## config.mk

```make
export PLATFORM = sky130hd
export DESIGN_NAME = manager_rx_fsm
export DESIGN_NICKNAME = d
export VERILOG_FILES = /design/src/rtl/manager_rx_fsm.sv
export SDC_FILE = /design/constraint.sdc
export NUM_CORES = 1
export LEC_CHECK = 0
export ABC_AREA = 0
export CAP_MARGIN = 20
export CELL_PAD_IN_SITES_DETAIL_PLACEMENT = 1
export CELL_PAD_IN_SITES_GLOBAL_PLACEMENT = 1
export CORE_MARGIN = 2
export CORE_UTILIZATION = 40
export CTS_BUF_LIST = sky130_fd_sc_hd__clkbuf_8 sky130_fd_sc_hd__clkbuf_16
export DETAILED_ROUTE_END_ITERATION = 6
export PLACE_DENSITY = 0.91
export SLEW_MARGIN = 10
export SYNTH_ARGS = -nofsm -noshare
export SYNTH_HDL_FRONTEND = slang
export SYNTH_SLANG_ARGS = --single-unit
```

## constraint.sdc

```tcl
create_clock -name CLK_50MHZ -period 4.65 [get_ports CLK_50MHZ]
set_clock_uncertainty 0.15 [all_clocks]
set_input_delay 0.6975 -clock CLK_50MHZ [delete_from_list [all_inputs] [get_ports CLK_50MHZ]]
set_output_delay 0.6975 -clock CLK_50MHZ [all_outputs]
set_load 0.01 [all_outputs]
```

## src/rtl/manager_rx_fsm.sv

```systemverilog
// -----------------------------------------------------------------------------
// manager_rx_fsm
//
// Receive-side manager for the RS serial link. Pairs consecutive bytes from
// the UART receiver into (address, data) commands: first byte is the address,
// second byte is the data. Each completed pair is presented with a one-cycle
// rx_valid strobe. If the data byte does not follow the address within
// TIMEOUT_CYCLES clocks, the pending address is dropped, rx_timeout pulses and
// a saturating error counter is incremented.
//
// Parameters
//   TIMEOUT_CYCLES  max wait (clocks) for the data byte after the address (>= 2)
//   CNT_W           timeout counter width, 2**CNT_W > TIMEOUT_CYCLES
//
// Ports
//   CLK_50MHZ    in   1  system clock
//   RST_N        in   1  synchronous active-low reset
//   RS_DATAOUT   in   8  received byte, meaningful only while RS_TRG_READ = 1
//   RS_TRG_READ  in   1  single-cycle "new byte" strobe
//   addr_rx      out  8  address of the last completed pair
//   data_rx      out  8  data of the last completed pair
//   rx_valid     out  1  pulse: addr_rx/data_rx just updated
//   rx_timeout   out  1  pulse: pending address discarded
//   rx_busy      out  1  address held, waiting for data
//   err_cnt      out  8  saturating timeout count since reset
// -----------------------------------------------------------------------------
module manager_rx_fsm #(
    parameter int TIMEOUT_CYCLES = 50000,
    parameter int CNT_W          = 16
) (
    input  logic       CLK_50MHZ,
    input  logic       RST_N,
    input  logic [7:0] RS_DATAOUT,
    input  logic       RS_TRG_READ,
    output logic [7:0] addr_rx,
    output logic [7:0] data_rx,
    output logic       rx_valid,
    output logic       rx_timeout,
    output logic       rx_busy,
    output logic [7:0] err_cnt
);

    typedef enum logic [1:0] {
        IDLE      = 2'd0,
        WAIT_ADDR = 2'd1,
        WAIT_DATA = 2'd2,
        DELIVER   = 2'd3
    } state_t;

    localparam logic [CNT_W-1:0] CNT_LAST = CNT_W'(TIMEOUT_CYCLES - 1);

    state_t           state_reg,      state_next;
    logic [7:0]       addr_latch_reg, addr_latch_next;
    logic [CNT_W-1:0] cnt_reg,        cnt_next;
    logic [7:0]       addr_rx_reg,    addr_rx_next;
    logic [7:0]       data_rx_reg,    data_rx_next;
    logic             valid_reg,      valid_next;
    logic             timeout_reg,    timeout_next;
    logic             busy_reg,       busy_next;
    logic [7:0]       err_reg,        err_next;

    always_ff @(posedge CLK_50MHZ) begin
        if (!RST_N) begin
            state_reg      <= IDLE;
            addr_latch_reg <= 8'h00;
            cnt_reg        <= '0;
            addr_rx_reg    <= 8'h00;
            data_rx_reg    <= 8'h00;
            valid_reg      <= 1'b0;
            timeout_reg    <= 1'b0;
            busy_reg       <= 1'b0;
            err_reg        <= 8'h00;
        end else begin
            state_reg      <= state_next;
            addr_latch_reg <= addr_latch_next;
            cnt_reg        <= cnt_next;
            addr_rx_reg    <= addr_rx_next;
            data_rx_reg    <= data_rx_next;
            valid_reg      <= valid_next;
            timeout_reg    <= timeout_next;
            busy_reg       <= busy_next;
            err_reg        <= err_next;
        end
    end

    always_comb begin
        state_next      = state_reg;
        addr_latch_next = addr_latch_reg;
        cnt_next        = cnt_reg;
        addr_rx_next    = addr_rx_reg;
        data_rx_next    = data_rx_reg;
        valid_next      = 1'b0;
        timeout_next    = 1'b0;
        busy_next       = busy_reg;
        err_next        = err_reg;

        case (state_reg)
            IDLE: begin
                // Strobes here are deliberately ignored: one settling cycle after reset.
                state_next = WAIT_ADDR;
            end

            // DELIVER behaves like WAIT_ADDR so that back-to-back strobes never lose a byte.
            WAIT_ADDR, DELIVER: begin
                state_next = WAIT_ADDR;
                if (RS_TRG_READ) begin
                    addr_latch_next = RS_DATAOUT;
                    cnt_next        = '0;
                    busy_next       = 1'b1;
                    state_next      = WAIT_DATA;
                end
            end

            WAIT_DATA: begin
                // Data wins over a timeout expiring on the same edge.
                if (RS_TRG_READ) begin
                    addr_rx_next = addr_latch_reg;
                    data_rx_next = RS_DATAOUT;
                    valid_next   = 1'b1;
                    busy_next    = 1'b0;
                    state_next   = DELIVER;
                end else if (cnt_reg == CNT_LAST) begin
                    timeout_next = 1'b1;
                    busy_next    = 1'b0;
                    if (err_reg != 8'hFF) begin
                        err_next = err_reg + 8'd1;
                    end
                    state_next   = WAIT_ADDR;
                end else begin
                    cnt_next = cnt_reg + CNT_W'(1);
                end
            end

            default: begin
                state_next = IDLE;
            end
        endcase
    end

    assign addr_rx    = addr_rx_reg;
    assign data_rx    = data_rx_reg;
    assign rx_valid   = valid_reg;
    assign rx_timeout = timeout_reg;
    assign rx_busy    = busy_reg;
    assign err_cnt    = err_reg;

endmodule

```

==> impl_metrics.env, run 1 <==
export IMPL_setup_viol=0
export IMPL_dr_pass1_iters=4
export IMPL_regArea_um2=1060
export IMPL_port_buffers=37
export IMPL_ioPinCount=38
export IMPL_post_dp_cell_area_um2=2730
export IMPL_swShare_pct=24.7
export IMPL_synth_cells=286
export IMPL_holdCritPathClass="reg -> reg"
export IMPL_syn_nets=299
export IMPL_synthesis_area_um2=2330
export IMPL_worstSetupEndpointType="flop"
export IMPL_finalSetupTns_ps=0
export IMPL_finalHoldViolCount=0
export IMPL_antenna_found_initial=0
export IMPL_ant_nets=0
export IMPL_synth_edf_count=0
export IMPL_power_density_nw_per_um2=277
export IMPL_cts_resized=0
export IMPL_gp_congestion=0.854
export IMPL_r2r_cells=6
export IMPL_chipHeight_um=80.3
export IMPL_synth_cell_types=44
export IMPL_largest_reg_flops=16
export IMPL_worst_pin_slew_ps=811
export IMPL_via_per_inst=5.76
export IMPL_n_antenna_cell=0
export IMPL_clock_fmax_mhz=368
export IMPL_synthToLayoutAreaGrowth_pct=21.6
export IMPL_crit_chain="clkdlybuf4s50_1 > nand3b_1 > nor2_1 > a41oi_1 > a31oi_1"
export IMPL_gr_total_overflow=0
export IMPL_core_area_um2=5570
export IMPL_r2r_end="cnt_reg[12]"
export IMPL_clk_pin_slew_ps=100
export IMPL_vias=2245
export IMPL_fin_crit_ps=2720
export IMPL_first_global_vias=2163
export IMPL_root_buffer="clkbuf_8"
export IMPL_clk_path_buf_depth=2
export IMPL_final_nets=330
export IMPL_grt_pass1_wl_mm=10.3
export IMPL_post_drt_wl_per_cell_um=15.9
export IMPL_ys_ff_latch=53
export IMPL_multi_input_area_um2=1160
export IMPL_finalCritPeriodShare_pct=58.5
export IMPL_clk_insertion_delay_late_ps=310
export IMPL_p_leak_nw=0.907
export IMPL_clock_sinks=53
export IMPL_drcViolationCount=0
export IMPL_comb_power_share_pct=6.8
export IMPL_arrival_ps=2810
export IMPL_async_flop_share_pct=0
export IMPL_initial_utilization_pct=41.8
export IMPL_cts_buffers=5
export IMPL_synth_ff_type="dfxtp_1"
export IMPL_drv_cap=0
export IMPL_dp_hpwl_mm=4.30
export IMPL_grtUsageTotal_pct=20.1
export IMPL_die_area_um2=6440
export IMPL_rsz0062_at_grt="false"
export IMPL_max_slew_margin_rel_pct=45.9
export IMPL_path_class="in -> reg"
export IMPL_htree_levels=2
export IMPL_drt_total_wl_mm=6.20
export IMPL_r2r_start="cnt_reg[1]"
export IMPL_rows=27
export IMPL_cp_max_fo=11
export IMPL_drv_slew=0
export IMPL_critPathTopFamily="simple AND/OR/NAND/NOR gates"
export IMPL_fillCellCount=690
export IMPL_regToRegSetupSlack_ps=2200
export IMPL_cts_hold_buffers_added=0
export IMPL_die_w_um=80.3
export IMPL_grt_start_max_net_pins=29
export IMPL_path_depth=5
export IMPL_ys_warnings_count=0
export IMPL_vdd_ir_drop_worst_mv=0.147
export IMPL_status="finished, final reports clean"
export IMPL_crit_start="RST_N"
export IMPL_drive_above_1_share_pct=5.97
export IMPL_crit_required_ps=4740
export IMPL_drt_iter0_markers=152
export IMPL_p_sw_mw=0.194
export IMPL_power_frac_seq_pct=59.5
export IMPL_final_area_um2=2830
export IMPL_avgSynthCellArea_um2=8.14
export IMPL_p_int_mw=0.590
export IMPL_cp_buffers_inverters=1
export IMPL_critPathSlowestCell="clkdlybuf4s50_1"
export IMPL_ys_seq_area_share_pct=45.6
export IMPL_setup_worst_path_end="cnt_reg[13]"
export IMPL_cts_tree="yes"
export IMPL_cpPeakStageDelay_ps=680
export IMPL_crit_path_start_kind="input pin"
export IMPL_cts_setup_buffers=0
export IMPL_p_clk_share_pct=33.8
## cell usage after synthesis, types with 2 or more instances
cell / count / area, um2
nand2_1: 62 / 233
dfxtp_1: 53 / 1060
a21oi_1: 33 / 165
a31oi_1: 18 / 113
clkbuf_1: 12 / 45.0
nand3_1: 10 / 50.1
nor2_1: 10 / 37.5
nor3_1: 9 / 45.0
inv_1: 8 / 30.0
nand4_1: 7 / 43.8
a21o_1: 6 / 45.0
a41oi_1: 5 / 43.8
o21ai_0: 5 / 25.0
o211ai_1: 4 / 30.0
buf_2: 3 / 15.0
mux2i_1: 3 / 30.0
nand2b_1: 3 / 18.8
and2_0: 2 / 12.5
and3_1: 2 / 12.5
and4_1: 2 / 17.5
and4bb_2: 2 / 25.0
ha_1: 2 / 25.0
nor2b_1: 2 / 12.5
nor4_1: 2 / 12.5
or2_2: 2 / 12.5
## through the flow
step                      power (mW)  util (%)  std cells  hold WS [ps]  setup slack (ps)
after floorplan                0.506         -        286           282              2370
after global placement         0.527      49.0        381           288              1660
after detailed placement       0.529      49.0        381           297              1480
after CTS                      0.790      50.6        389           312              1820
after global routing           0.816      50.8        390           329              1780
final                          0.784      50.8        390           309              1930
## routing by layer
| layer | GRT usage [%] | part of all wire (%) | vias up |
|---|---|---|---|
| li1 | - | - | 1094 |
| met1 | 25.7 | 45 | 1078 |
| met4 | 5.93 | 1.2 | 0 |
| met5 | 0 | 0 | - |
| met2 | 34.4 | 49 | 63 |
| met3 | 3.71 | 5.1 | 10 |
## cell families (layout without fill, tap and decap cells)
logic type / Yosys count / count (layout) / synth area share (%)
and+or+nand+nor: 123 / 123 / 26.1
AOI/OAI and AO/OA: 80 / 80 / 21.5
DFF: 53 / 53 / 45.6
buffers and inverters: 25 / 57 / 4.52
muxes: 3 / 3 / 1.29
adders and majority gates: 2 / 2 / 1.08
## power by group through the flow
stage / sequential (mW) / combinational, mW / clock, mW
finish: 0.466 / 0.0530 / 0.265
global route: 0.468 / 0.0581 / 0.290
CTS: 0.466 / 0.0526 / 0.271
detailed placement: 0.477 / 0.0520 / 0
global placement: 0.476 / 0.0503 / 0
floorplan: 0.477 / 0.0289 / 0
## how the worst min path moves through the flow
stage	cells past startpoint	end	from	slack (ps)
after floorplan	2	addr_rx[0]	addr_latch_reg[0]	280
after global placement	2	addr_rx[4]	addr_latch_reg[4]	290
after detailed placement	2	addr_rx[2]	addr_latch_reg[2]	300
after CTS	2	addr_rx[2]	addr_latch_reg[2]	310
after global routing	2	addr_rx[5]	addr_latch_reg[5]	330
final	2	addr_rx[1]	addr_latch_reg[1]	310
## placed cells by master, fill, tap and decap left out, drive strengths merged, types with 3 or more instances in the layout
cell / n
and2: 3
clkbuf: 5
a31oi: 18
a21oi: 33
clkdlybuf4s50: 37
mux2i: 3
nand4: 8
o211ai: 4
buf: 3
nand2: 62
nand3: 10
nand2b: 3
nor2: 10
nor3: 9
clkinv: 4
a21o: 6
o21ai: 5
inv: 8
dfxtp: 53
a41oi: 5
## final cells by class
class	count	share of cell area (%)
multi-input combinational	208	41.0
inverter	9	1.19
sequential	53	37.5
clock buffer	5	2.43
tap	72	3.18
clock inverter	3	0.796
timing repair buffer	40	13.9
## worst min-delay path: cells and delay by family (launching register included)
kind | cells | cell delay [ps]
flip-flops | 1 | 320
AO/OA/AOI/OAI | 1 | 50
AND/OR/NAND/NOR | 1 | 50
Power figures use the tool's default switching activity.
==> inputs of run 2 (changes only) <==
CORE_UTILIZATION = 35   (was 40)
PLACE_DENSITY = 0.85   (was 0.91)
clock period = 2.5 ns   (was 4.65 ns; I/O delays follow)
==> impl_metrics.env, run 2 (same netlist as run 1, synthesis figures left out) <==
export IMPL_finalCritPeriodShare_pct=89.3
export IMPL_worstSetupEndpointType="flop"
export IMPL_finalHoldViolCount=0
export IMPL_die_area_um2=7320
export IMPL_finalSetupTns_ps=0
export IMPL_cp_max_fo=13
export IMPL_path_class="reg -> reg"
export IMPL_worst_pin_slew_ps=575
export IMPL_final_common_cell="nand2_1"
export IMPL_core_area_um2=6390
export IMPL_drive_above_1_share_pct=8.00
export IMPL_crit_required_ps=2590
export IMPL_critPathSlowestCell="and4_1"
export IMPL_rsz0062_at_grt="false"
export IMPL_synthToLayoutAreaGrowth_pct=24.6
export IMPL_cts_setup_buffers=0
export IMPL_holdCritPathClass="reg -> reg"
export IMPL_cts_buffers=5
export IMPL_ant_nets=0
export IMPL_initial_utilization_pct=36.4
export IMPL_fillCellCount=792
export IMPL_largest_reg_flops=16
export IMPL_cpMostUsedCell="o211ai_1"
export IMPL_regArea_um2=1060
export IMPL_cts_resized=0
export IMPL_most_common_layout_cells="nand2_1, dfxtp_1, clkdlybuf4s50_1, a21oi_1, a31oi_1"
export IMPL_drt_total_wl_mm=6.35
export IMPL_root_buffer="clkbuf_8"
export IMPL_grtUsageTotal_pct=18.9
export IMPL_clk_pin_slew_ps=100
export IMPL_critPathTopFamily="simple AND/OR/NAND/NOR gates"
export IMPL_arrival_ps=2320
export IMPL_cts_tree="yes"
export IMPL_port_buffers=37
export IMPL_gr_total_overflow=0
export IMPL_first_global_vias=2332
export IMPL_multi_input_area_um2=1160
export IMPL_ioPinCount=38
export IMPL_clock_fmax_mhz=448
export IMPL_setup_viol=0
export IMPL_chipHeight_um=85.5
export IMPL_die_w_um=85.5
export IMPL_drcViolationCount=0
export IMPL_cp_buffers_inverters=1
export IMPL_fin_crit_ps=2230
export IMPL_crit_path_start_kind="flop"
export IMPL_grt_pass1_wl_mm=11.2
export IMPL_drv_cap=0
export IMPL_n_antenna_cell=0
export IMPL_gp_congestion=0.826
export IMPL_dp_slack_ps=126
export IMPL_status="finished, final reports clean"
export IMPL_max_slew_margin_rel_pct=61.6
export IMPL_antenna_found_initial=0
export IMPL_cpPeakStageDelay_ps=490
export IMPL_clk_insertion_delay_late_ps=320
export IMPL_final_util_pct=45.4
export IMPL_fin_ws_ps=268
export IMPL_cts_hold_buffers_added=0
export IMPL_via_per_inst=5.60
export IMPL_drt_iter0_markers=62
export IMPL_htree_levels=2
export IMPL_p_leak_nw=0.941
export IMPL_post_drt_wl_per_cell_um=15.8
export IMPL_crit_chain="ha_1 > and3_1 > and4_1 > o211ai_1 > buf_4 > o211ai_1"
export IMPL_rows=29
export IMPL_dr_pass1_iters=4
export IMPL_dp_hpwl_mm=4.61
export IMPL_grt_start_max_net_pins=33
export IMPL_drv_slew=0
export IMPL_hold_ws_ps=311
export IMPL_clk_path_buf_depth=2
export IMPL_vdd_ir_drop_worst_mv=0.271
export IMPL_power_density_nw_per_um2=509
export IMPL_final_nets=337
export IMPL_vias=2253
export IMPL_clock_sinks=53
## run 2: cell count changes in the layout (fill, tap and decap cells not counted), sizes merged
cell      change
clkinvlp      +1
inv           +1
clkinv        -2
buf           +7
## run 2: metrics by stage
stage               cells  instance area, um2  power (mW)
detailed placement    394                2810       0.996
floorplan             286                2330       0.941
global placement      394                2810       0.991
finish                402                2900        1.48
CTS                   402                2900        1.50
global route          402                2900        1.54
## run 2: power by group
part,switching [mW],leakage (nW),internal [mW]
sequential,0.00934,0.429,0.858
combinational,0.0598,0.468,0.0481
clock,0.301,0.0445,0.199
total,0.370,0.941,1.11
## run 2: path summary, 6_finish.rpt
kind                                 start          to  slack, ps  depth (start not counted)
worst max-delay path            cnt_reg[1]  cnt_reg[5]        270                          6
worst min-delay path            data_rx[7]  data_rx[7]        310                          2
worst max register to register  cnt_reg[1]  cnt_reg[5]        270                          6
worst min register to register  data_rx[7]  data_rx[7]        310                          2
## run 2: routing by layer
metal / GRT usage (%) / up-vias / wire length, um
met5: 0 / - / 0
met4: 6.49 / 0 / 101
met3: 2.89 / 9 / 191
met2: 33.9 / 34 / 3190
met1: 22.8 / 1100 / 2870
li1: - / 1110 / -
## run 2: worst register-to-register path, delay by kind of cell, from the launching register on
family	cells	cell delay, ps
AOI/OAI and AO/OA	2	370
adders and majority gates	1	250
buffers and inverters	1	230
DFF	1	400
and+or+nand+nor	2	770
## run 2: area by class of cell
class	instances	share of cell area [%]
Multi-Input combinational cell	208	40.0
Sequential cell	53	36.6
Timing Repair Buffer	47	15.8
Tap cell	77	3.32
Clock buffer	5	2.37
Inverter	9	1.16
Clock inverter	3	0.733
==> inputs of run 3 (changes only) <==
REMOVE_ABC_BUFFERS = 1   (was not set)
==> impl_metrics.env, run 3 (same netlist as run 1, synthesis figures left out) <==
export IMPL_drv_slew=0
export IMPL_drt_iter0_markers=75
export IMPL_path_class="reg -> reg"
export IMPL_drcViolationCount=0
export IMPL_first_global_vias=2234
export IMPL_post_drt_wl_per_cell_um=15.9
export IMPL_most_common_layout_cells="nand2_1, dfxtp_1, clkdlybuf4s50_1, a21oi_1, a31oi_1"
export IMPL_core_area_um2=6390
export IMPL_gr_total_overflow=0
export IMPL_drt_total_wl_mm=6.44
export IMPL_finalSetupTns_ps=0
export IMPL_crit_path_start_kind="flop"
export IMPL_n_antenna_cell=0
export IMPL_drive_above_1_share_pct=8.56
export IMPL_power_density_nw_per_um2=509
export IMPL_final_util_pct=45.5
export IMPL_largest_reg_flops=16
export IMPL_finalCritPeriodShare_pct=85.6
export IMPL_chipHeight_um=85.5
export IMPL_p_leak_nw=0.946
export IMPL_fillCellCount=776
export IMPL_grt_pass1_wl_mm=11.0
export IMPL_htree_levels=2
export IMPL_critPathTopFamily="simple AND/OR/NAND/NOR gates"
export IMPL_finalHoldViolCount=0
export IMPL_final_common_cell="nand2_1"
export IMPL_grtUsageTotal_pct=18.5
export IMPL_cp_buffers_inverters=1
export IMPL_arrival_ps=2230
export IMPL_cpMostUsedCell="o211ai_1"
export IMPL_cp_max_fo=13
export IMPL_cts_resized=0
export IMPL_gp_congestion=0.832
export IMPL_cts_buffers=5
export IMPL_die_area_um2=7320
export IMPL_clk_insertion_delay_late_ps=310
export IMPL_port_buffers=37
export IMPL_dp_hpwl_mm=4.53
export IMPL_initial_utilization_pct=36.4
export IMPL_fin_crit_ps=2140
export IMPL_finalPower_mw=1.48
export IMPL_drv_cap=0
export IMPL_root_buffer="clkbuf_8"
export IMPL_worstSetupEndpointType="flop"
export IMPL_crit_chain="ha_1 > and3_1 > and4_1 > o211ai_1 > buf_4 > o211ai_1"
export IMPL_clock_sinks=53
export IMPL_via_per_inst=5.61
export IMPL_clk_pin_slew_ps=100
export IMPL_rsz0062_at_grt="false"
export IMPL_final_nets=339
export IMPL_vias=2266
export IMPL_synthToLayoutAreaGrowth_pct=24.7
export IMPL_cpPeakStageDelay_ps=480
export IMPL_dp_slack_ps=141
export IMPL_vdd_ir_drop_worst_mv=0.328
export IMPL_fin_ws_ps=359
export IMPL_antenna_found_initial=0
export IMPL_grt_start_max_net_pins=26
export IMPL_cts_setup_buffers=0
export IMPL_dr_pass1_iters=4
export IMPL_crit_required_ps=2590
export IMPL_max_slew_margin_rel_pct=62.1
export IMPL_ioPinCount=38
export IMPL_critPathSlowestCell="and4_1"
export IMPL_clock_fmax_mhz=467
export IMPL_cts_tree="yes"
export IMPL_rows=29
export IMPL_worst_pin_slew_ps=567
export IMPL_ant_nets=0
export IMPL_cts_hold_buffers_added=0
export IMPL_die_w_um=85.5
export IMPL_clk_path_buf_depth=2
export IMPL_holdCritPathClass="reg -> reg"
export IMPL_status="finished, final reports clean"
export IMPL_setup_viol=0
==> run 3: per-layer routing <==
layer / part of all wire, % / track usage, %
met5: 0 / 0
met3: 4.0 / 3.27
met4: 1.3 / 5.77
met2: 48 / 31.4
met1: 46 / 23.9
==> run 3: worst reg2reg max path, delay by kind of cell (launching register included) <==
kind,cells,cell delay (ps)
simple gates,2,740
compound gates,2,330
fa+ha+maj,1,250
buf+inv,1,210
flops,1,400
==> run 3: path summary, 6_finish.rpt <==
path	from	end	slack [ps]	depth (start not counted)
max	cnt_reg[1]	cnt_reg[5]	360	6
min	data_rx[3]	data_rx[3]	310	2
max reg2reg	cnt_reg[1]	cnt_reg[5]	360	6
min reg2reg	data_rx[3]	data_rx[3]	310	2
==> run 3: area by class of cell <==
| type | instances | area (um2) | area share, % |
|---|---|---|---|
| inverters | 9 | 33.8 | 1.16 |
| clock buffers | 5 | 68.8 | 2.37 |
| well taps | 77 | 96.3 | 3.32 |
| multi-input cells | 208 | 1160 | 40.0 |
| repair buffers | 49 | 460 | 15.9 |
| flip-flops and latches | 53 | 1060 | 36.6 |
| clock inverters | 3 | 21.3 | 0.733 |
==> run 3: through the flow <==
step	cells	area, um2	hold WS [ps]
floorplan	270	2260	282
global placement	396	2810	287
detailed placement	396	2810	301
CTS	404	2900	317
global route	404	2900	340
finish	404	2900	312
==> run 3: where the power goes <==
part | switching (mW) | internal, mW
Combinational | 0.0604 | 0.0481
Sequential | 0.00973 | 0.858
Clock | 0.303 | 0.200
